`src/rtl/conv_sequencer_layer6.sv`:
```
// Address/control sequencer for VGG16 conv3_2 (3x3, stride 1, pad 1): one MAC issue per
// cycle over oc/row/col/ic/tap, with a read-latency delay line driving the accumulator strobes.
module conv_sequencer_layer6 #(
    parameter int IN_CH   = 256,
    parameter int OUT_CH  = 256,
    parameter int FMAP_H  = 56,
    parameter int FMAP_W  = 56,
    parameter int MEM_LAT = 2,
    parameter int FA_W    = 20,
    parameter int WA_W    = 20
) (
    input  logic                      clk,
    input  logic                      rst,
    input  logic                      start,
    input  logic                      stall,
    output logic                      busy,
    output logic                      done,
    output logic [FA_W-1:0]           feat_addr,
    output logic                      feat_pad,
    output logic [WA_W-1:0]           wgt_addr,
    output logic [$clog2(OUT_CH)-1:0] bias_addr,
    output logic                      mac_en,
    output logic                      mac_clr,
    output logic                      valid_in_bias,
    output logic [$clog2(FMAP_H)-1:0] out_row,
    output logic [$clog2(FMAP_W)-1:0] out_col
);
    localparam int OCW = $clog2(OUT_CH);
    localparam int RW  = $clog2(FMAP_H);
    localparam int CW  = $clog2(FMAP_W);
    localparam int ICW = $clog2(IN_CH);
    localparam int DL  = MEM_LAT + 1;
    localparam int FW  = $clog2(MEM_LAT + 1);

    typedef enum logic [1:0] {S_IDLE, S_RUN, S_FLUSH, S_DONE} state_t;

    typedef struct packed {
        logic           issue;
        logic           first;
        logic           last;
        logic [OCW-1:0] oc;
        logic [RW-1:0]  row;
        logic [CW-1:0]  col;
    } dl_t;

    state_t          state_q, state_d;
    logic [FW-1:0]   flush_q, flush_d;
    logic [OCW-1:0]  oc_q, oc_d, n_oc, a_oc;
    logic [RW-1:0]   row_q, row_d, n_row, a_row, r;
    logic [CW-1:0]   col_q, col_d, n_col, a_col, c;
    logic [ICW-1:0]  ic_q, ic_d, n_ic, a_ic;
    logic [1:0]      ky_q, ky_d, n_ky, a_ky;
    logic [1:0]      kx_q, kx_d, n_kx, a_kx;
    logic [3:0]      tap;
    logic            tap_last, ic_last, col_last, row_last, oc_last;
    logic            pix_last, layer_last, first, issue, load_addr, pad;
    logic [FA_W-1:0] feat_addr_q, feat_addr_d;
    logic            feat_pad_q, feat_pad_d;
    logic [WA_W-1:0] wgt_addr_q, wgt_addr_d;
    dl_t [DL:1]      dl_q, dl_d;
    dl_t             head;
    logic            unused_first;

    // Wrap detection and next counter values for the tap currently on the address bus.
    always_comb begin
        tap_last   = (ky_q == 2'd2) && (kx_q == 2'd2);
        ic_last    = ic_q  == ICW'(IN_CH - 1);
        col_last   = col_q == CW'(FMAP_W - 1);
        row_last   = row_q == RW'(FMAP_H - 1);
        oc_last    = oc_q  == OCW'(OUT_CH - 1);
        pix_last   = tap_last && ic_last;
        layer_last = pix_last && col_last && row_last && oc_last;
        first      = (ic_q == '0) && (ky_q == 2'd0) && (kx_q == 2'd0);
        issue      = (state_q == S_RUN) && !stall;

        n_kx  = (kx_q == 2'd2) ? 2'd0 : kx_q + 2'd1;
        n_ky  = (kx_q != 2'd2) ? ky_q : (ky_q == 2'd2) ? 2'd0 : ky_q + 2'd1;
        n_ic  = !tap_last ? ic_q : ic_last ? '0 : ic_q + ICW'(1);
        n_col = !pix_last ? col_q : col_last ? '0 : col_q + CW'(1);
        n_row = !(pix_last && col_last) ? row_q : row_last ? '0 : row_q + RW'(1);
        n_oc  = !(pix_last && col_last && row_last) ? oc_q : oc_last ? '0 : oc_q + OCW'(1);
    end

    always_comb begin
        state_d   = state_q;
        flush_d   = flush_q;
        oc_d      = oc_q;
        row_d     = row_q;
        col_d     = col_q;
        ic_d      = ic_q;
        ky_d      = ky_q;
        kx_d      = kx_q;
        load_addr = 1'b0;
        case (state_q)
            S_IDLE: begin
                if (start) begin
                    state_d   = S_RUN;
                    load_addr = 1'b1;
                end
            end
            S_RUN: begin
                if (issue) begin
                    oc_d  = n_oc;
                    row_d = n_row;
                    col_d = n_col;
                    ic_d  = n_ic;
                    ky_d  = n_ky;
                    kx_d  = n_kx;
                    if (layer_last) begin
                        state_d = S_FLUSH;
                        flush_d = '0;
                    end else begin
                        load_addr = 1'b1;
                    end
                end
            end
            S_FLUSH: begin
                if (flush_q == FW'(MEM_LAT)) state_d = S_DONE;
                else                         flush_d = flush_q + FW'(1);
            end
            S_DONE:  state_d = S_IDLE;
            default: state_d = S_IDLE;
        endcase
    end

    // Addresses are precomputed for the tap about to be presented, so the
    // registered outputs line up with the issue cycle.
    always_comb begin
        a_oc  = (state_q == S_IDLE) ? oc_q  : n_oc;
        a_row = (state_q == S_IDLE) ? row_q : n_row;
        a_col = (state_q == S_IDLE) ? col_q : n_col;
        a_ic  = (state_q == S_IDLE) ? ic_q  : n_ic;
        a_ky  = (state_q == S_IDLE) ? ky_q  : n_ky;
        a_kx  = (state_q == S_IDLE) ? kx_q  : n_kx;
        tap   = 4'(a_ky) * 4'd3 + 4'(a_kx);

        pad = ((a_ky == 2'd0) && (a_row == '0)) || ((a_ky == 2'd2) && (a_row == RW'(FMAP_H - 1))) ||
              ((a_kx == 2'd0) && (a_col == '0)) || ((a_kx == 2'd2) && (a_col == CW'(FMAP_W - 1)));
        r   = (a_ky == 2'd0) ? a_row - RW'(1) : (a_ky == 2'd1) ? a_row : a_row + RW'(1);
        c   = (a_kx == 2'd0) ? a_col - CW'(1) : (a_kx == 2'd1) ? a_col : a_col + CW'(1);

        feat_addr_d = feat_addr_q;
        feat_pad_d  = feat_pad_q;
        wgt_addr_d  = wgt_addr_q;
        if (load_addr) begin
            feat_pad_d  = pad;
            feat_addr_d = pad ? '0 : FA_W'(a_ic) * FA_W'(FMAP_H * FMAP_W) + FA_W'(r) * FA_W'(FMAP_W) + FA_W'(c);
            wgt_addr_d  = (WA_W'(a_oc) * WA_W'(IN_CH) + WA_W'(a_ic)) * WA_W'(9) + WA_W'(tap);
        end
    end

    // Delay line shifts every cycle, stalled or not, so in-flight reads still complete.
    always_comb begin
        head.issue = issue;
        head.first = first;
        head.last  = pix_last;
        head.oc    = oc_q;
        head.row   = row_q;
        head.col   = col_q;
        dl_d       = {dl_q[DL-1:1], head};
    end

    always_ff @(posedge clk or negedge rst) begin
        if (!rst) begin
            state_q     <= S_IDLE;
            flush_q     <= '0;
            oc_q        <= '0;
            row_q       <= '0;
            col_q       <= '0;
            ic_q        <= '0;
            ky_q        <= '0;
            kx_q        <= '0;
            feat_addr_q <= '0;
            feat_pad_q  <= 1'b0;
            wgt_addr_q  <= '0;
            dl_q        <= '0;
        end else begin
            state_q     <= state_d;
            flush_q     <= flush_d;
            oc_q        <= oc_d;
            row_q       <= row_d;
            col_q       <= col_d;
            ic_q        <= ic_d;
            ky_q        <= ky_d;
            kx_q        <= kx_d;
            feat_addr_q <= feat_addr_d;
            feat_pad_q  <= feat_pad_d;
            wgt_addr_q  <= wgt_addr_d;
            dl_q        <= dl_d;
        end
    end

    assign busy          = (state_q == S_RUN) || (state_q == S_FLUSH);
    assign done          = (state_q == S_DONE);
    assign feat_addr     = feat_addr_q;
    assign feat_pad      = feat_pad_q;
    assign wgt_addr      = wgt_addr_q;
    assign mac_en        = dl_q[MEM_LAT].issue;
    assign mac_clr       = dl_q[MEM_LAT].issue & dl_q[MEM_LAT].first;
    assign valid_in_bias = dl_q[DL].issue & dl_q[DL].last;
    assign bias_addr     = valid_in_bias ? dl_q[DL].oc  : '0;
    assign out_row       = valid_in_bias ? dl_q[DL].row : '0;
    assign out_col       = valid_in_bias ? dl_q[DL].col : '0;
    assign unused_first  = dl_q[DL].first;

endmodule

```
`config.mk`:
```
export PLATFORM = sky130hd
export DESIGN_NAME = conv_sequencer_layer6
export DESIGN_NICKNAME = d
export VERILOG_FILES = /design/src/rtl/conv_sequencer_layer6.sv
export SDC_FILE = /design/constraint.sdc
export NUM_CORES = 1
export LEC_CHECK = 0
export CAP_MARGIN = 20
export CORE_MARGIN = 1
export CORE_UTILIZATION = 40
export CTS_BUF_LIST = sky130_fd_sc_hd__clkbuf_16
export DETAILED_ROUTE_END_ITERATION = 12
export HOLD_SLACK_MARGIN = 0.06
export PLACE_DENSITY_LB_ADDON = 0.15
export SYNTH_ARGS = -nofsm -noshare
export SYNTH_HDL_FRONTEND = slang
export SYNTH_SLANG_ARGS = --single-unit
export TNS_END_PERCENT = 10
```
`constraint.sdc`:
```
create_clock -name clk -period 17.9 [get_ports clk]
set_input_delay 5.37 -clock clk [delete_from_list [all_inputs] [get_ports clk]]
set_output_delay 5.37 -clock clk [all_outputs]
set_load 0.01 [all_outputs]
```
==> out/metrics.cfg, run 1 <==
[outcome]
outcome = finished clean

[setup_path]
end_kind = register
worstRegToRegCells = 24
cp.depth = 6
cpMaxStageDelayCell = a311o_1
cp_max_fo = 21
critical_path_required_ps = 18170
path_cells = clkdlybuf4s50_1 > nand2b_1 > inv_1 > a22oi_2 > a311o_1 > o41ai_1
worstSetupPathType = input pin to register
arrival_ps = 7990
cp_top_family = compound AO/OA/AOI/OAI gates
path_buf_inv = 2
slowest_delay_ps = 830
worstSetupStartpointType = input pin

[synthesis]
synth_common_cells = dfrtp_1 (145), ha_1 (113), nand2_1 (104), inv_1 (54), o21ai_0 (51)
yosysSeqAreaShare = 0.3840
ys_warn_count = 0
synth_top_flop_cell = dfrtp_1
synth_fp_nets = 1084
synth_top_cell_area_share = 0.3840
synth_cell_type_count = 81
yosysMostFrequentCell = dfrtp_1
netlist_area_mm2 = 0.009450
synthTopCellsByArea = dfrtp_1 (38%), ha_1 (15%), nand2_1 (4.1%), xnor2_1 (3.0%), o21ai_0 (2.7%)
synth-seq-cells = 145
synthCells = 957
ys_async_sr_fraction = 1.000
avgSynthCellArea_um2 = 9.875
synth_largest_area_cell = dfrtp_1
synth-edff-count = 0

[global_route]
grt_pass1_vias = 6730
overflow = 0
grtUsageTotal = 0.1813
grt_max_degree = 76
grt_pass1_wl_um = 34400
antenna_found_initial = 0

[placement]
placed_area_mm2 = 0.01041
hpwl_um = 15530
dp.cells = 1309
routabilityCongestion = 0.8721
io_buffers = 69
pre_cts_ws_ps = 9736

[finish]
finish.utilization = 0.4796
seq_area_mm2 = 0.003628
areaGrowthSynthToFinish_pct = 16.30
design.final.nets = 1143
layout-drive-gt1-share = 0.07580
multi_input_area_mm2 = 0.005453
n_fill_cell = 2148
antennaDiodeCount = 0
design_area_mm2 = 0.01099
stdcell_count = 1342

[run]
max_cap_violations = 0

[die]
core_mm2 = 0.02292
initial_core_util = 0.4124
die_w_um = 155.7
die_area_mm2 = 0.02424
rows = 55
ios = 70
chipHeight_um = 155.7

[clock_network]
tritoncts = built
clockBufferDepth = 2
post-cts-setup-buffers = 0
cts_hold_buf = 0
cts-root-buf = clkbuf_16
htree_levels = 4
cts_inserted_buffers = 17
clk_latency_ps = 430
cts-resized-gates = 0
numClockSinks = 145
clk_pin_slew_ps = 60

[timing]
min_period_ps = 7715
setup-tns-final_ps = 0
drv_slew = 0
rsz0062_at_grt = no
slew_headroom = 0.2785
min_period_over_period = 0.4310
hold_viol_final = 0
setup_ws_ps = 10180
fmax_mhz = 129.6
worst_pin_slew_ps = 1073
finClkSkew_ps = 10.21
setup_violations = 0

[min_path]
whs_path_depth = 0
hold_path.class = register to register

[power_and_ir_drop]
leakagePower_uw = 0.005384
p_per_area_mw_per_mm2 = 214.2
ir_drop_mv = 0.2262

[routing]
drt_wl_total_um = 20900
vias = 7142
drtIter0Drc = 361
drc = 0
via_per_inst = 5.322
dr.pass1.iters = 5
wl_per_cell_um = 15.57
final_antenna_net_count = 0

-- cell type report --
class | instances | area share
Clock buffer | 17 | 0.03871
Tap cell | 313 | 0.03563
Clock inverter | 15 | 0.01378
Inverter | 55 | 0.01878
Timing Repair Buffer | 75 | 0.06683
Sequential cell | 145 | 0.3301
Multi-Input combinational cell | 722 | 0.4961
-- cells in the final DEF, fill, tap and decap left out, types with 6 or more instances in the layout --
cell	netlist	layout
a21o_1	12	12
fa_1	10	10
and3_1	25	25
o41ai_1	6	6
o31ai_1	33	33
nand3_1	26	26
nor2b_1	8	8
and2_1	9	9
mux2_2	9	9
o21ai_0	51	51
nor3_1	18	18
mux2i_1	10	10
inv_1	54	54
ha_1	113	113
clkbuf_16	0	17
nand2b_1	11	11
o21bai_1	9	9
a21oi_1	40	40
xnor2_1	32	32
o21a_1	7	7
nand4_1	10	10
clkdlybuf4s50_1	0	68
dfrtp_1	145	145
a31oi_1	12	12
a211oi_1	7	7
xor2_1	27	27
nor4_1	7	7
or2_2	6	6
nor2_1	47	47
nand2_1	104	104
-- sequential cells by signal, indices dropped and copies added, names as in the netlist --
register   cells
mac_en         1
ky_q           2
ic_q           8
kx_q           2
oc_q           8
col_q          6
dl_q          22
wgt_addr      20
feat_pad       1
row_q          6
feat_addr     20
dl_d          45
flush_q        2
state_q        2
-- worst register-to-register path, cell delays in order, from the launching register on --
cell,delay (ps)
dfrtp_1,400
inv_1,80
ha_1,190
buf_4,240
nor3b_2,420
nand3b_2,320
or4_4,590
and2_1,220
ha_1,320
mux2i_1,160
a21boi_0,640
inv_1,190
fa_1,530
fa_1,470
a21o_1,190
a21oi_1,230
nor2b_1,70
o21ai_0,160
nand2b_1,90
ha_1,370
o21ai_0,130
nor4b_1,550
nor4bb_1,330
xor3_1,310
o31ai_1,190
-- cells by family (layout without fill, tap and decap cells) --
kind of cell / after synthesis / count (layout) / synth area share
buf+inv: 90 / 162 / 0.03959
fa+ha+maj: 123 / 123 / 0.1708
flops: 145 / 145 / 0.3840
compound gates: 213 / 213 / 0.1542
xor+xnor: 61 / 61 / 0.06011
simple gates: 306 / 306 / 0.1700
mux: 19 / 19 / 0.02132
-- worst paths after layout --
path / end / from / slack [ps]
min in group asynchronous: feat_addr[16] / rst / 4950
worst max register to register: feat_addr[19] / state_q[0] / 10420
worst min register to register: dl_d[57] / dl_d[34] / 350
max in group asynchronous: row_q[5] / rst / 11540
worst max-delay path: feat_addr[1] / stall / 10180
worst min-delay path: dl_d[57] / dl_d[34] / 350
-- through the flow --
step / hold slack, ps / total power [uW]
floorplan: 331.2 / 1664
global placement: 332.4 / 1988
detailed placement: 334.7 / 2005
CTS: 346.3 / 2374
global route: 346.8 / 2580
finish: 345.4 / 2355
-- power by group --
| part | switching [uW] | internal [uW] | total, uW |
|---|---|---|---|
| Sequential | 38.3 | 371 | 409 |
| Clock | 154 | 195 | 350 |
| Combinational | 892 | 703 | 1600 |
-- routing by layer --
metal	share of wire	routed length [um]	track usage
met4	0.015	312	0.05696
met2	0.45	9381	0.2853
met3	0.032	677	0.03361
met1	0.50	10530	0.2520
met5	0	0	0
Note: power is estimated with default switching activity, not from simulation.
==> run 2, diff against run 1 <==
==> constraint.sdc (replaced) <==
create_clock -name clk -period 6.4 [get_ports clk]
set_input_delay 1.92 -clock clk [delete_from_list [all_inputs] [get_ports clk]]
set_output_delay 1.92 -clock clk [all_outputs]
set_load 0.01 [all_outputs]
==> out/metrics.cfg, run 2 (synthesis gave the netlist of run 1 again) <==
[routing]
routed.top_layer = met4
drtIter0Drc = 334  ; -7.5%
via_per_inst = 5.303  ; -0.35%
final_antenna_net_count = 0  ; unchanged
vias = 7292  ; +2.1%
drt_wl_total_um = 21810  ; +4.4%
drc = 0  ; unchanged
wl_met3_um = 820  ; +21%
met1_length_um = 10880  ; +3.4%
wl_met2_um = 9641  ; +2.8%
wl_per_cell_um = 15.86  ; +1.9%
dr.pass1.iters = 5  ; unchanged

[clock_network]
clockBufferDepth = 2  ; unchanged
cts_hold_buf = 0  ; unchanged
clk_pin_slew_ps = 70  ; about the same
htree_levels = 4  ; unchanged
tritoncts = built
clk_latency_ps = 430  ; about the same
cts_inserted_buffers = 17  ; unchanged
cts-root-buf = clkbuf_16
numClockSinks = 145  ; unchanged

[die]
die_area_mm2 = 0.02424  ; unchanged
chipHeight_um = 155.7  ; unchanged
core_mm2 = 0.02292  ; unchanged
rows = 55  ; unchanged
die_w_um = 155.7  ; unchanged
ios = 70  ; unchanged
initial_core_util = 0.4124  ; unchanged

[finish]
layout-drive-gt1-share = 0.1234  ; +0.04755
stdcell_count = 1375  ; +2.5%
antennaDiodeCount = 0  ; unchanged
design_area_mm2 = 0.01134  ; +3.2%
areaGrowthSynthToFinish_pct = 20.02
final_common_cell = dfrtp_1
largest_reg_flops = 45  ; unchanged
design.final.nets = 1176  ; +2.9%
mostFrequentLayoutCells = dfrtp_1 (143), ha_1 (107), nand2_1 (104)

[global_route]
grt_max_degree = 100  ; +32%
overflow = 0  ; unchanged
grtUsageTotal = 0.1885  ; +0.007147
antenna_found_initial = 0  ; unchanged
grt_pass1_wl_um = 35870  ; +4.3%
grt_pass1_vias = 7069  ; +5.0%

[timing]
drv_slew = 0  ; unchanged
setup-tns-final_ps = 0  ; unchanged
setup_ws_ps = 288.0  ; -9897 ps
hold_viol_final = 0  ; unchanged
worst_pin_slew_ps = 1075  ; +2.003 ps
fmax_mhz = 163.6
setup_violations = 0  ; unchanged
min_period_over_period = 0.9550
min_period_ps = 6112
finClkSkew_ps = 10.43  ; +0.2241 ps
slew_headroom = 0.2833  ; +0.004780

[placement]
io_buffers = 69  ; unchanged
routabilityCongestion = 0.9534  ; +9.3%
pre_cts_ws_ps = 45.98  ; -9690 ps
dp.cells = 1336  ; +2.1%
placed_area_mm2 = 0.01061  ; +1.9%
hpwl_um = 16040  ; +3.3%

[power_and_ir_drop]
power.total_uw = 6989  ; +200%
p_per_area_mw_per_mm2 = 616.2  ; +190%
ir_drop_mv = 0.6981  ; +210%
leakagePower_uw = 0.005566  ; +3.4%

[min_path]
whs_path_depth = 0  ; unchanged
min_to = dl_q[48]
hold_path.class = register to register
hold_path.startpoint = dl_d[48]

[setup_path]
worstSetupPathType = register to register
cp_max_fo = 6  ; -71%
slowest_delay_ps = 540  ; -290 ps
worstSetupStartpointType = register
cpMaxStageDelayCell = or4_4
r2r-end = feat_addr[19]
critical_path_required_ps = 6730  ; -11440 ps
rrSetupSlack_ps = 290  ; -10130 ps
path_cells = ha_2 > nand2_1 > or4_4 > or4_4 > and2_4 > ha_1 > mux2i_1 > a21boi_1 > buf_4 > fa_1 > inv_1 > ha_1 > fa_2 > a21o_1 > a21oi_2 > xnor2_1 > ha_2 > o21ai_0 > nand2b_1 > a311oi_2 > nor4b_2 > nor4bb_2 > xor3_1 > o31ai_1
arrival_ps = 6450  ; -1540 ps
end_kind = register
worstRegToRegCells = 24  ; unchanged
reg2reg_from = col_q[0]

[outcome]
outcome = finished clean

[run]
max_cap_violations = 0  ; unchanged

[run 2: changes by cell type in the layout (fill, tap and decap cells not counted), moves of 2 or more]
cell / before / now
a21oi_1: 40 / 38
dfrtp_1: 145 / 143
a21oi_2: 0 / 2
nor4b_1: 4 / 1
inv_6: 4 / 6
dfrtp_2: 0 / 2
ha_1: 113 / 107
nor4b_2: 1 / 4
ha_4: 0 / 2
ha_2: 0 / 4
clkinv_4: 5 / 3
buf_4: 5 / 39
[run 2: what timing repair did]
action,4_1_cts,5_1_grt
resized for setup,0,25
setup endpoints to repair,0,8
buffers inserted,0,7
[run 2: worst max-delay path by stage]
stage	from	to	slack (ps)	depth (start not counted)
floorplan	col_q[0]	feat_addr[19]	120	24
global placement	col_q[0]	feat_addr[19]	210	24
detailed placement	col_q[0]	feat_addr[19]	50	25
CTS	col_q[0]	feat_addr[19]	20	25
global route	state_q[0]	feat_addr[19]	-4	25
finish	col_q[0]	feat_addr[19]	290	24
[run 2: metal layers]
| metal | global-route usage | up-vias |
|---|---|---|
| li1 | - | 3618 |
| met3 | 0.03444 | 30 |
| met1 | 0.2643 | 3484 |
| met4 | 0.06723 | 0 |
| met5 | 0 | - |
| met2 | 0.2904 | 160 |
[run 2: cell type report]
class / count / area (um2)
multi-input cells: 722 / 5554
clock inverters: 15 / 148.9
inverters: 55 / 206.4
repair buffers: 108 / 984.7
well taps: 313 / 391.6
fillers: 2125 / 11570
flip-flops and latches: 145 / 3631
clock buffers: 17 / 425.4
[run 2: critical path: cells and delay by family, from the launching register on]
kind | cells | cell delay, ps
compound gates | 6 | 910
xor+xnor | 2 | 540
fa+ha+maj | 6 | 1900
buf+inv | 2 | 190
flops | 1 | 400
mux | 1 | 110
simple gates | 7 | 1960
[run 2: report_power, final]
group          leakage, uW  total [uW]  switching, uW  internal [uW]
clock network     0.000283         975            428            547
registers          0.00196        1130           88.8           1040
logic              0.00332        4890           2690           2200
total              0.00557        6990           3200           3790
[run 2: metrics by stage]
step | hold slack, ps | util
2_1_floorplan | 331.2 | -
3_3_place_gp | 332.7 | 0.4631
3_5_place_dp | 334.7 | 0.4631
4_1_cts | 344.5 | 0.4881
5_1_grt | 342.3 | 0.4949
6_report | 339.1 | 0.4949
==> RTL edit (config.mk and constraints of run 1) <==
Make the reset (`rst`) synchronous in one clocked block.
--- a/src/rtl/conv_sequencer_layer6.sv
+++ b/src/rtl/conv_sequencer_layer6.sv
@@ -160,7 +160,7 @@
         dl_d       = {dl_q[DL-1:1], head};
     end
 
-    always_ff @(posedge clk or negedge rst) begin
+    always_ff @(posedge clk) begin
         if (!rst) begin
             state_q     <= S_IDLE;
             flush_q     <= '0;
Formal check against the unedited RTL: differs if rst is asserted again (counterexample within 4 cycles, from zero or initial values and one cycle with rst low); with rst held inactive, the same outputs for 10 cycles.
==> RTL edit against run 1 <==
- area after synthesis shrank 2.2%
- worst setup slack gained 0.53 ns
- critical path depth is the same
- cell area shrank 2.7%
- critical endpoint is now col_q[4]
- sequential cell count is the same
- die area shrank 2.1%
- wire length shrank 11%
- final cell count grew 3.9%
- utilization shrank 0.73 points
- via count shrank 0.34%
Power is not compared: it rests on default switching activity, and its combinational part moved more than twofold at a synthesized area within 25%.
==> RTL edit: results (changes against run 1) <==
| Metric | Value |
|---|---|
| Outcome | `completed` |
| Pre-CTS WS | `10.28 ns (+0.545 ns)` |
| Skew final | `0.00917 ns (-0.00104 ns)` |
| Max incr delay on CP | `0.69 ns (-0.14 ns)` |
| Initial DRC Count | `292 (-19%)` |
| Slowest CP cell | `nor2_1` |
| Most used DFF post-synth | `dfxtp_1` |
| Max_slew headroom | `28.3% (+0.49 points)` |
| Post-DP HPWL | `13600 um (-12%)` |
| Worst reg2reg path depth | `23 (-4.2%)` |
| Commonest cells post-synth | `145 x dfxtp_1, 118 x nand2_1, 113 x ha_1` |
| Post-synthesis sequential area ratio | `31.4% (-7.0 points)` |
| Final WL | `18600 um (-11%)` |
| Met2 WL | `8670 um (-7.5%)` |
| Vias in the first global route | `6754 (+0.36%)` |
| M2 GR Usage | `27.4% (-1.1 points)` |
| GPL Wtd Cong | `0.836 (-4.1%)` |
| Worst EP arrival | `7.49 ns (-0.50 ns)` |
| GR Util met1 | `21.7% (-3.5 points)` |
| Syn Nets | `1174 (+8.3%)` |
| Post-place instance area | `0.0101 mm2 (-3.4%)` |
| Largest net degree at the start of global routing | `73 (-3.9%)` |
| Routed len/inst | `13.3 um (-14%)` |
| Async set-reset flop share out of synthesis | `0% (-100 points)` |
| 1st-pass router iterations | `4 (-1)` |
| Layout cells sized above 1 | `8.30% (+0.72 points)` |
| Worst flop-to-flop path startpoint | `kx_q[1]` |
| Global-route wire length before repair | `32300 um (-6.0%)` |
==> RTL edit: cell count changes in the layout (fill, tap and decap cells not counted), sizes merged, moves of 13 or more <==
| cell | change |
|---|---|
| a21oi | +27 |
| and2 | +65 |
| dfrtp | -145 |
| dfxtp | +145 |
| nand2 | +14 |
| nor2 | +13 |
| o31ai | -26 |
| xnor2 | +13 |
==> RTL edit: cell type report <==
cell class / instances / area share (%)
Timing Repair Buffer: 78 / 7.04
Sequential cell: 145 / 27.1
Multi-Input combinational cell: 800 / 54.6
Inverter: 54 / 1.90
Clock buffer: 17 / 3.98
Tap cell: 285 / 3.33
Clock inverter: 15 / 2.00
==> RTL edit: cell families (layout without fill, tap and decap cells) <==
kind of cell               after synthesis  count (layout)  synth area share, %
buffers and inverters                  102             164                 5.45
DFF                                    145             145                 31.4
xor gates and xnor gates                71              71                 6.89
adders and majority gates              123             123                 17.5
and+or+nand+nor                        391             391                 22.4
muxes                                   17              17                 1.91
AOI/OAI and AO/OA                      198             198                 14.5
==> RTL edit: worst paths after layout <==
| kind | endpoint | slack, ns |
|---|---|---|
| worst max-delay path | col_q[4] | 10.71 |
| worst min register to register | dl_d[59] | 0.43 |
| worst max register to register | feat_addr[19] | 10.96 |
| worst min-delay path | dl_d[59] | 0.43 |
==> RTL edit: power by group through the flow <==
stage / combinational (W) / clock, W / sequential [W]
floorplan: 0.000165 / 0 / 0.000346
global placement: 0.000215 / 0 / 0.000347
detailed placement: 0.000217 / 0 / 0.000347
CTS: 0.000219 / 0.000398 / 0.000340
global route: 0.000243 / 0.000411 / 0.000341
finish: 0.000215 / 0.000385 / 0.000339
